### src/rtl/mem_arb_pkg.sv
// mem_arb_pkg: shared types and default sizing for the memory-port arbiter.
//   owner_t       - which requester owns the RAM response in the next cycle
//   DEF_*         - default parameter values used by the arbiter and its bench
package mem_arb_pkg;

  typedef enum logic [1:0] {
    OWN_NONE = 2'd0,
    OWN_INST = 2'd1,
    OWN_DATA = 2'd2
  } owner_t;

  localparam int unsigned DEF_ADDR_W       = 32;
  localparam int unsigned DEF_DATA_W       = 32;
  localparam int unsigned DEF_RAM_AW       = 14;
  localparam int unsigned DEF_STARVE_LIMIT = 4;

endpackage

### src/rtl/mem_arb_starve_ctr.sv
// mem_arb_starve_ctr: saturating starvation counter with synchronous clear.
//   clock, reset  - rising-edge clock, asynchronous active-high reset
//   inc           - count one more denied cycle (saturates at LIMIT)
//   clr           - return to zero; has priority over inc
//   cnt           - current count
//   force_grant   - high while the count sits at LIMIT
module mem_arb_starve_ctr #(
  parameter int unsigned LIMIT = 4,
  parameter int unsigned CNT_W = $clog2(LIMIT + 1)
) (
  input  logic             clock,
  input  logic             reset,
  input  logic             inc,
  input  logic             clr,
  output logic [CNT_W-1:0] cnt,
  output logic             force_grant
);

  localparam logic [CNT_W-1:0] LIMIT_C = CNT_W'(LIMIT);

  always_ff @(posedge clock or posedge reset) begin
    if (reset) begin
      cnt <= '0;
    end else if (clr) begin
      cnt <= '0;
    end else if (inc && (cnt != LIMIT_C)) begin
      cnt <= cnt + 1'b1;
    end
  end

  assign force_grant = (cnt == LIMIT_C);

endmodule

### src/rtl/mem_port_arbiter.sv
// mem_port_arbiter: shares one single-port synchronous-read RAM between the
// instruction-fetch port and the load/store port.
//   clock, reset          - rising-edge clock, asynchronous active-high reset
//   inst_req_*            - fetch request channel (valid/ready, byte address)
//   inst_resp_*           - fetch response, one cycle after acceptance
//   data_req_*            - load/store request channel (valid/ready, addr, wen, wdata)
//   data_resp_*           - load data or store acknowledge (rdata 0 on stores)
//   ram_*                 - RAM macro port; ram_rdata valid the cycle after a read
//   dbg_owner             - owner/response state register
//   dbg_starve_cnt        - fetch starvation count
//
// Handshake: a request transfers on a rising edge where valid && ready are both
// high. ready is combinational from the current valids and starvation state and
// never depends on the requester waiting for it; a requester that sees ready low
// must hold valid and its payload stable. Responses have no backpressure and
// appear exactly one cycle after the transfer.
module mem_port_arbiter
  import mem_arb_pkg::*;
#(
  parameter int unsigned ADDR_W       = DEF_ADDR_W,
  parameter int unsigned DATA_W       = DEF_DATA_W,
  parameter int unsigned RAM_AW       = DEF_RAM_AW,
  parameter int unsigned STARVE_LIMIT = DEF_STARVE_LIMIT
) (
  input  logic                              clock,
  input  logic                              reset,
  input  logic                              inst_req_valid,
  output logic                              inst_req_ready,
  input  logic [ADDR_W-1:0]                 inst_req_addr,
  output logic                              inst_resp_valid,
  output logic [DATA_W-1:0]                 inst_resp_data,
  input  logic                              data_req_valid,
  output logic                              data_req_ready,
  input  logic [ADDR_W-1:0]                 data_req_addr,
  input  logic                              data_req_wen,
  input  logic [DATA_W-1:0]                 data_req_wdata,
  output logic                              data_resp_valid,
  output logic [DATA_W-1:0]                 data_resp_rdata,
  output logic                              ram_en,
  output logic                              ram_wen,
  output logic [RAM_AW-1:0]                 ram_addr,
  output logic [DATA_W-1:0]                 ram_wdata,
  input  logic [DATA_W-1:0]                 ram_rdata,
  output owner_t                            dbg_owner,
  output logic [$clog2(STARVE_LIMIT+1)-1:0] dbg_starve_cnt
);

  localparam int unsigned CNT_W = $clog2(STARVE_LIMIT + 1);

  logic   inst_grant;
  logic   data_grant;
  logic   starve_force;
  owner_t owner_q;
  owner_t owner_d;
  logic   wr_q;
  logic   wr_d;

  // Byte-offset bits and address bits above the RAM are intentionally dropped,
  // so addresses wrap modulo the RAM size.
  logic unused_addr_bits;
  assign unused_addr_bits = ^{inst_req_addr[1:0], inst_req_addr[ADDR_W-1:RAM_AW+2],
                              data_req_addr[1:0], data_req_addr[ADDR_W-1:RAM_AW+2]};

  // Data wins by default; a starved fetch overrides it once the counter saturates.
  always_comb begin
    inst_grant = inst_req_valid && (!data_req_valid || starve_force);
    data_grant = data_req_valid && !inst_grant;
  end

  assign inst_req_ready = inst_grant;
  assign data_req_ready = data_grant;

  always_comb begin
    ram_en    = 1'b0;
    ram_wen   = 1'b0;
    ram_addr  = '0;
    ram_wdata = '0;
    if (inst_grant) begin
      ram_en   = 1'b1;
      ram_addr = inst_req_addr[RAM_AW+1:2];
    end else if (data_grant) begin
      ram_en    = 1'b1;
      ram_wen   = data_req_wen;
      ram_addr  = data_req_addr[RAM_AW+1:2];
      ram_wdata = data_req_wdata;
    end
  end

  // Count cycles where fetch waits; any cycle fetch is idle or granted restarts it.
  mem_arb_starve_ctr #(
    .LIMIT (STARVE_LIMIT),
    .CNT_W (CNT_W)
  ) u_starve_ctr (
    .clock       (clock),
    .reset       (reset),
    .inc         (inst_req_valid && !inst_grant),
    .clr         (!inst_req_valid || inst_grant),
    .cnt         (dbg_starve_cnt),
    .force_grant (starve_force)
  );

  // Owner/type register: next-state logic.
  always_comb begin
    owner_d = OWN_NONE;
    wr_d    = 1'b0;
    if (inst_grant) begin
      owner_d = OWN_INST;
    end else if (data_grant) begin
      owner_d = OWN_DATA;
      wr_d    = data_req_wen;
    end
  end

  always_ff @(posedge clock or posedge reset) begin
    if (reset) begin
      owner_q <= OWN_NONE;
      wr_q    <= 1'b0;
    end else begin
      owner_q <= owner_d;
      wr_q    <= wr_d;
    end
  end

  assign dbg_owner = owner_q;

  // Response muxing: data outputs are forced to 0 when their valid is low.
  always_comb begin
    inst_resp_valid = 1'b0;
    inst_resp_data  = '0;
    data_resp_valid = 1'b0;
    data_resp_rdata = '0;
    case (owner_q)
      OWN_INST: begin
        inst_resp_valid = 1'b1;
        inst_resp_data  = ram_rdata;
      end
      OWN_DATA: begin
        data_resp_valid = 1'b1;
        data_resp_rdata = wr_q ? '0 : ram_rdata;
      end
      default: ;
    endcase
  end

endmodule

### config.mk
export PLATFORM = sky130hd
export DESIGN_NAME = mem_port_arbiter
export DESIGN_NICKNAME = d
export VERILOG_FILES = /design/src/rtl/mem_arb_pkg.sv /design/src/rtl/mem_arb_starve_ctr.sv /design/src/rtl/mem_port_arbiter.sv
export SDC_FILE = /design/constraint.sdc
export NUM_CORES = 1
export LEC_CHECK = 0
export ABC_AREA = 1
export CORE_AREA = 2 2 99 101
export CTS_BUF_LIST = sky130_fd_sc_hd__clkbuf_16
export DETAILED_ROUTE_END_ITERATION = 16
export DIE_AREA = 0 0 101 103
export PLACE_DENSITY = 0.63
export SYNTH_ARGS = -nofsm -noshare
export SYNTH_HDL_FRONTEND = slang
export SYNTH_SLANG_ARGS = --single-unit
### constraint.sdc
create_clock -name clock -period 1.4 [get_ports clock]
set_input_delay 0.14 -clock clock [delete_from_list [all_inputs] [get_ports clock]]
set_output_delay 0.14 -clock clock [all_outputs]
set_load 0.02 [all_outputs]
==> results by group, run 1 <==
Global route
  • Grt peak-use layer: met2
  • Global-route wire length before repair: 11700 um
  • Met1 usage: 13.3%
  • Initial antenna violation count: 0
  • Grt met2 use: 29.5%
  • Vias in the first global route: 2447
  • GR Overflow Total: 0
  • Total track usage: between 10% and 20%
  • Largest net degree at the start of global routing: 15
  • GR Util met3: 3.86%

Synthesis
  • Syn Nets: 383
  • Mapped Cells: ~250
  • Ys Warns: 0
  • #FFs+latches synth: 6
  • Syn Area/Cell: between 4 and 5 um2
  • Yosys cell types: 15
  • Synthesized area: roughly 1200 um2
  • Seq/Total Area, Yosys: 12.4%

Floorplan
  • Core Region: 9460 um2
  • Initial core utilization: 12.8%
  • # IOs: between 200 and 300
  • Die W: 101 um
  • Cell Rows: 36
  • Die Height: between 100 and 150 um
  • Die area: 10400 um2

Detailed routing
  • Post-route DRC: 0
  • Routed Wire Length: around 8800 um
  • DRC marker count from the first detailed-route iteration: 31
  • Wire length per cell: about 14 um
  • Antenna Violating Nets Remaining: 0
  • Detailed Routing Iterations Pass 1: 4
  • DR vias/cell: just over 4
  • Vias: 2561

STA
  • Slew margin rel.: 80.3%
  • Setup WS post-layout: -0.252 ns
  • Worst Skew: 0.00226 ns
  • RSZ-0062 raised after global routing: true
  • Slew @ Worst Pin: just under 0.3 ns
  • Hold Vio Cnt, Final: 0
  • Fin. max-slew vios: 0
  • Total Negative Setup Slacks: -17.46 ns
  • Fmax: about 0.61 GHz
  • Final min period: 1.65 ns
  • Final setup violation count: 114
  • Period utilisation layout: 118%

Clock tree
  • Root Driver: clkbuf_16
  • CTS Buf Count: 3
  • H-tree Lvls: 1
  • # hold bufs at CTS: 0
  • Skew-Pair Late Insertion Delay: 0.22 ns
  • CTS sink cnt: 6
  • CTS tree: built
  • Maximum clock path buffer count: 2
  • Clock transition at the registers of the reported paths: roughly 0.030 ns

Place
  • Port Buffer Count: 217
  • Post-DP HPWL: 5660 um
  • DP Worst Slack: -0.589 ns
  • Routability congestion estimate: 0.798
  • Placed instance count: 590

Final layout
  • Most common cell after layout, fill and taps aside: buf_6
  • # diodes: 0
  • Layout cells sized above 1: 62.3%
  • Post-Layout Cell Count: 628
  • Nets: between 600 and 700
  • Commonest non-fill, non-tap cells in the layout: 126 x buf_6, 98 x nor2_4, 94 x clkdlybuf4s50_1, 69 x inv_1, 19 x buf_4
  • Fillers: 766
  • Layout Area Growth over Synthesis: 344%

Critical path
  • Critical Path Start Type: flop
  • WS Path Type: reg -> out
  • Required @ worst endpoint: between 1 and 1.5 ns
  • Setup crit end kind: primary output
  • Arrival time at the worst endpoint: around 1.5 ns
  • CP max FO: 5

Power and ir drop
  • Leakage: 2.51 nW
  • Power Density: 445 nW/um2
  • Worst vdd ir: 341 uV

Job
  • Number of max-cap violations: 0

Outcome
  • Failing checks: negative setup slack
  • Status: finished with violations

Hold path
  • Hold crit path type: in -> async
## repair_timing
action | in CTS | in global routing
pin swaps | 5 | 13
gates resized for setup | 743 | 131
cloned | 7 | 3
buffers inserted | 27 | 6
setup endpoints to repair | 122 | 117
## through the flow
| step | hold slack [ns] | power [mW] | area [um2] | util, % |
|---|---|---|---|---|
| finish | 0.138 | 2.39 | 5370 | 56.7 |
| detailed placement | 0.397 | 1.47 | 4030 | 42.6 |
| global placement | 0.386 | 1.46 | 4030 | 42.6 |
| global route | 0.170 | 2.50 | 5370 | 56.7 |
| CTS | 0.160 | 2.24 | 4850 | 51.2 |
| floorplan | -0.0692 | 0.775 | 1570 | - |
## cells in the mapped netlist
cell type | instances | area [um2]
nand2_2 | 3 | 18.8
inv_1 | 74 | 278
nor2_1 | 92 | 345
buf_2 | 7 | 35.0
nand3_1 | 15 | 75.1
nand2_1 | 29 | 109
nor2_2 | 9 | 56.3
or2_2 | 1 | 6.26
ha_1 | 2 | 25.0
a21oi_4 | 1 | 16.3
buf_6 | 5 | 56.3
xnor2_1 | 1 | 8.76
nand2_4 | 2 | 22.5
dfrtp_1 | 6 | 150
buf_4 | 1 | 7.51
## where the power goes
| group | leakage [nW] | internal [mW] | total (mW) | switching, mW |
|---|---|---|---|---|
| sequential | 0.0748 | 0.183 | 0.188 | 0.00558 |
| combinational | 2.40 | 0.929 | 1.75 | 0.816 |
| clock | 0.0370 | 0.366 | 0.454 | 0.0884 |
## critical path: stages, from the launching register on
cell     delay, ns
dfrtp_2       0.40
inv_2         0.07
ha_4          0.13
nand2_4       0.06
nand2_4       0.08
nand2_8       0.07
nand2_4       0.14
buf_12        0.15
nor2_4        0.03
buf_4         0.15
## sequential cells by signal, summed over array words and instances (netlist names)
| signal | flops |
|---|---|
| dbg_owner | 2 |
| u_starve_ctr.cnt | 3 |
| wr_q | 1 |
## cell type report
class	instances	area [um2]	area share, %
Clock buffer	3	75.1	1.40
Multi-Input combinational cell	156	1570	29.2
Timing Repair Buffer	275	3140	58.5
Inverter	74	288	5.36
Tap cell	114	143	2.66
Sequential cell	6	154	2.87
## logic make-up after synthesis
logic type,Yosys count,share of synthesized area [%]
AO/OA/AOI/OAI,1,1.34
adder cells (fa/ha/maj),2,2.07
flip-flops,6,12.4
AND/OR/NAND/NOR,151,52.3
XOR/XNOR,1,0.724
buffers and inverters,87,31.1
## layer usage
layer / share of wire [%] / wire length [um]
met4: 1.3 / 112
met3: 8.5 / 752
met5: 0 / 0
met2: 58 / 5100
met1: 32 / 2840
## worst paths after layout
| path | depth (start not counted) | end | slack [ns] | startpoint |
|---|---|---|---|---|
| worst max-delay path | 9 | ram_wdata[3] | -0.25 | u_starve_ctr.cnt[0] |
| worst min-delay path | 2 | u_starve_ctr.cnt[2] | 0.14 | reset |
| worst max register to register | 10 | dbg_owner[1] | -0.06 | u_starve_ctr.cnt[0] |
| worst min register to register | 2 | u_starve_ctr.cnt[0] | 0.55 | u_starve_ctr.cnt[0] |
| max in group asynchronous | 2 | u_starve_ctr.cnt[0] | 1.05 | reset |
| min in group clock | 4 | u_starve_ctr.cnt[1] | 0.48 | inst_req_valid |
Power figures use the tool's default switching activity.
==> run 2: changes to the inputs <==
- SKIP_CTS_REPAIR_TIMING: default -> 1
==> run 2 against run 1 <==
Against the previous run:
- the run still ends with negative setup slack left
- clock-buffer cell count did not move
- first-iteration DRC count up 13%
- cell area shrank 7.9%
- clock power about the same
- setup slack improved by 0.011 ns
- critical path depth did not move
- wire length is 13% lower
- maximum frequency increased by 0.69%
- total power is 7.7% lower
- largest cell class unchanged
- highest routed layer is now met3
==> results by group, run 2 (synthesis results as in run 1) <==
Floorplan
  • Core Region: 9460 um2 (unchanged)
  • Die W: 101 um (unchanged)
  • Die Height: 103 um (unchanged)
  • Die area: 10400 um2 (unchanged)
  • Cell Rows: 36 (unchanged)
  • # IOs: 254 (unchanged)
  • Initial core utilization: 12.8% (unchanged)

STA
  • Worst Skew: 0.00178 ns (was 0.00226 ns)
  • Setup WS post-layout: -0.241 ns (was -0.252 ns)
  • RSZ-0062 raised after global routing: true (unchanged)
  • Total Negative Setup Slacks: -12.40 ns (was -17.46 ns)
  • Final min period: 1.64 ns (was 1.65 ns)
  • Period utilisation layout: 117% (was 118%)
  • Slew margin rel.: 80.4% (was 80.3%)
  • Hold WS: 0.137 ns (was 0.138 ns)
  • Fin. max-slew vios: 0 (unchanged)
  • Fmax: 0.609 GHz (was 0.605 GHz)
  • Final setup violation count: 95 (was 114)
  • Slew @ Worst Pin: 0.294 ns (about the same)
  • Hold Vio Cnt, Final: 0 (unchanged)

Critical path
  • Required @ worst endpoint: 1.26 ns (about the same)
  • Critical path's top delay family: flip-flops (unchanged)
  • WS Path Type: reg -> out (unchanged)
  • R2r setup slk: 0.05 ns (was -0.06 ns)
  • Crit path largest cell delay: 0.40 ns (about the same)
  • Critical Path Start Type: flop (unchanged)
  • Critical-path cell list: inv_2 > ha_4 > nand2_4 > nand2_4 > nand2_8 > nand2_8 > buf_12 > nor2_2 > buf_4 (was inv_2 > ha_4 > nand2_4 > nand2_4 > nand2_8 > nand2_4 > buf_12 > nor2_4 > buf_4)
  • R2R cell count: 9 (was 10)
  • Origin of the worst setup path: u_starve_ctr.cnt[0] (unchanged)
  • Setup crit end kind: primary output (unchanged)
  • CP max FO: 6 (was 5)
  • Reg2reg end: dbg_owner[1] (unchanged)
  • Arrival time at the worst endpoint: 1.50 ns (was 1.51 ns)
  • Crit-path slowest cell: dfrtp_2 (unchanged)
  • WP buf/inv: 3 (unchanged)
  • Worst R2R Start: u_starve_ctr.cnt[0] (unchanged)

Global route
  • Total track usage: 10.5% (was 13.8%)
  • Vias in the first global route: 2015 (was 2447)
  • Initial antenna violation count: 0 (unchanged)
  • Global-route wire length before repair: 9110 um (was 11700 um)
  • GR Overflow Total: 0 (unchanged)
  • Largest net degree at the start of global routing: 28 (was 15)

Clock tree
  • Maximum clock path buffer count: 2 (unchanged)
  • CTS tree: built (unchanged)
  • CTS sink cnt: 6 (unchanged)
  • Skew-Pair Late Insertion Delay: 0.22 ns (about the same)
  • H-tree Lvls: 1 (unchanged)
  • CTS Buf Count: 3 (unchanged)
  • Root Driver: clkbuf_16 (unchanged)
  • Clock transition at the registers of the reported paths: 0.03 ns (about the same)

Detailed routing
  • DR vias/cell: 3.92 (was 4.08)
  • Vias: 2392 (was 2561)
  • Wire length per cell: 12.6 um (was 14.0 um)
  • Antenna Violating Nets Remaining: 0 (unchanged)
  • Post-route DRC: 0 (unchanged)
  • Detailed Routing Iterations Pass 1: 4 (unchanged)
  • Routed Wire Length: 7700 um (was 8800 um)
  • DRC marker count from the first detailed-route iteration: 35 (was 31)

Final layout
  • Layout cells sized above 1: 57.5% (was 62.3%)
  • Post-Layout Inst Area: 4940 um2 (was 5370 um2)
  • Fillers: 839 (was 766)
  • # diodes: 0 (unchanged)
  • Max reg flops: 3 (unchanged)
  • Post-Layout Cell Count: 610 (was 628)
  • Commonest non-fill, non-tap cells in the layout: 94 x nor2_4, 94 x clkdlybuf4s50_1, 91 x buf_6, 70 x inv_1, 34 x buf_4 (was 126 x buf_6, 98 x nor2_4, 94 x clkdlybuf4s50_1, 69 x inv_1, 19 x buf_4)
  • Largest Register: u_starve_ctr.cnt (unchanged)
  • Layout Area Growth over Synthesis: 309% (was 344%)
  • Nets: 633 (was 651)

Outcome
  • Status: finished with violations (unchanged)
  • Failing checks: negative setup slack (unchanged)

Power and ir drop
  • Power Density: 446 nW/um2 (was 445 nW/um2)
  • Logic pwr share: 70.8% (was 73.1%)
  • Psw: 0.847 mW (was 0.910 mW)
  • Internal power: 1.36 mW (was 1.48 mW)
  • Leakage: 2.42 nW (was 2.51 nW)
  • Clock share of power: 20.6% (was 19.0%)
  • Register share of total power: 8.6% (was 7.9%)
  • Sw Ratio: 38.4% (was 38.1%)
  • Worst vdd ir: 334 uV (was 341 uV)

Job
  • Number of max-cap violations: 0 (unchanged)

Place
  • Routability congestion estimate: 0.798 (unchanged)
  • Placed instance count: 590 (unchanged)
  • Post-DP HPWL: 5660 um (unchanged)
  • Placed cell area: 4030 um2 (unchanged)
  • DP Worst Slack: -0.589 ns (unchanged)
  • Port Buffer Count: 217 (unchanged)

Hold path
  • Hold crit path type: in -> async (unchanged)
-- run 2: cell types whose count changed in the layout (fill, tap and decap cells not counted), sizes merged --
cell / previous run / this run
buf: 172 / 146
clkbuf: 5 / 11
clkdlybuf4s15: 1 / 0
dlygate4sd2: 4 / 0
dlymetal6s2s: 2 / 9
-- run 2: worst max-delay path by stage --
stage	to	slack (ns)	cells past startpoint
floorplan	ram_wdata[11]	-0.02	8
global placement	ram_addr[5]	-0.56	7
detailed placement	ram_addr[5]	-0.59	7
CTS	ram_wdata[11]	-0.73	9
global route	ram_wdata[0]	-0.30	9
finish	ram_wdata[0]	-0.24	9
-- run 2: through the flow --
stage | power [mW] | utilization, %
5_1_grt | 2.32 | 52.3
3_5_place_dp | 1.47 | 42.6
4_1_cts | 1.94 | 43.3
3_3_place_gp | 1.46 | 42.6
6_report | 2.20 | 52.3
2_1_floorplan | 0.775 | -
-- run 2: power groups by stage --
stage	sequential (mW)	combinational (mW)	clock, mW
3_5_place_dp	0.191	1.28	0
2_1_floorplan	0.198	0.577	0
6_report	0.189	1.56	0.454
3_3_place_gp	0.191	1.27	0
5_1_grt	0.190	1.65	0.478
4_1_cts	0.189	1.29	0.467
-- run 2: metal layers --
layer / track usage [%] / part of all wire [%]
met1: 11.0 / 35
met2: 21.0 / 57
met3: 3.59 / 9.0
met4: 0.624 / 0
met5: 0 / 0
-- run 2: final cells by class --
cell class / instances / area, um2 / area share (%)
sequential: 6 / 154 / 3.11
multi-input combinational: 156 / 1490 / 30.1
timing repair buffer: 257 / 2800 / 56.6
tap: 114 / 143 / 2.88
inverter: 74 / 285 / 5.77
clock buffer: 3 / 75.1 / 1.52
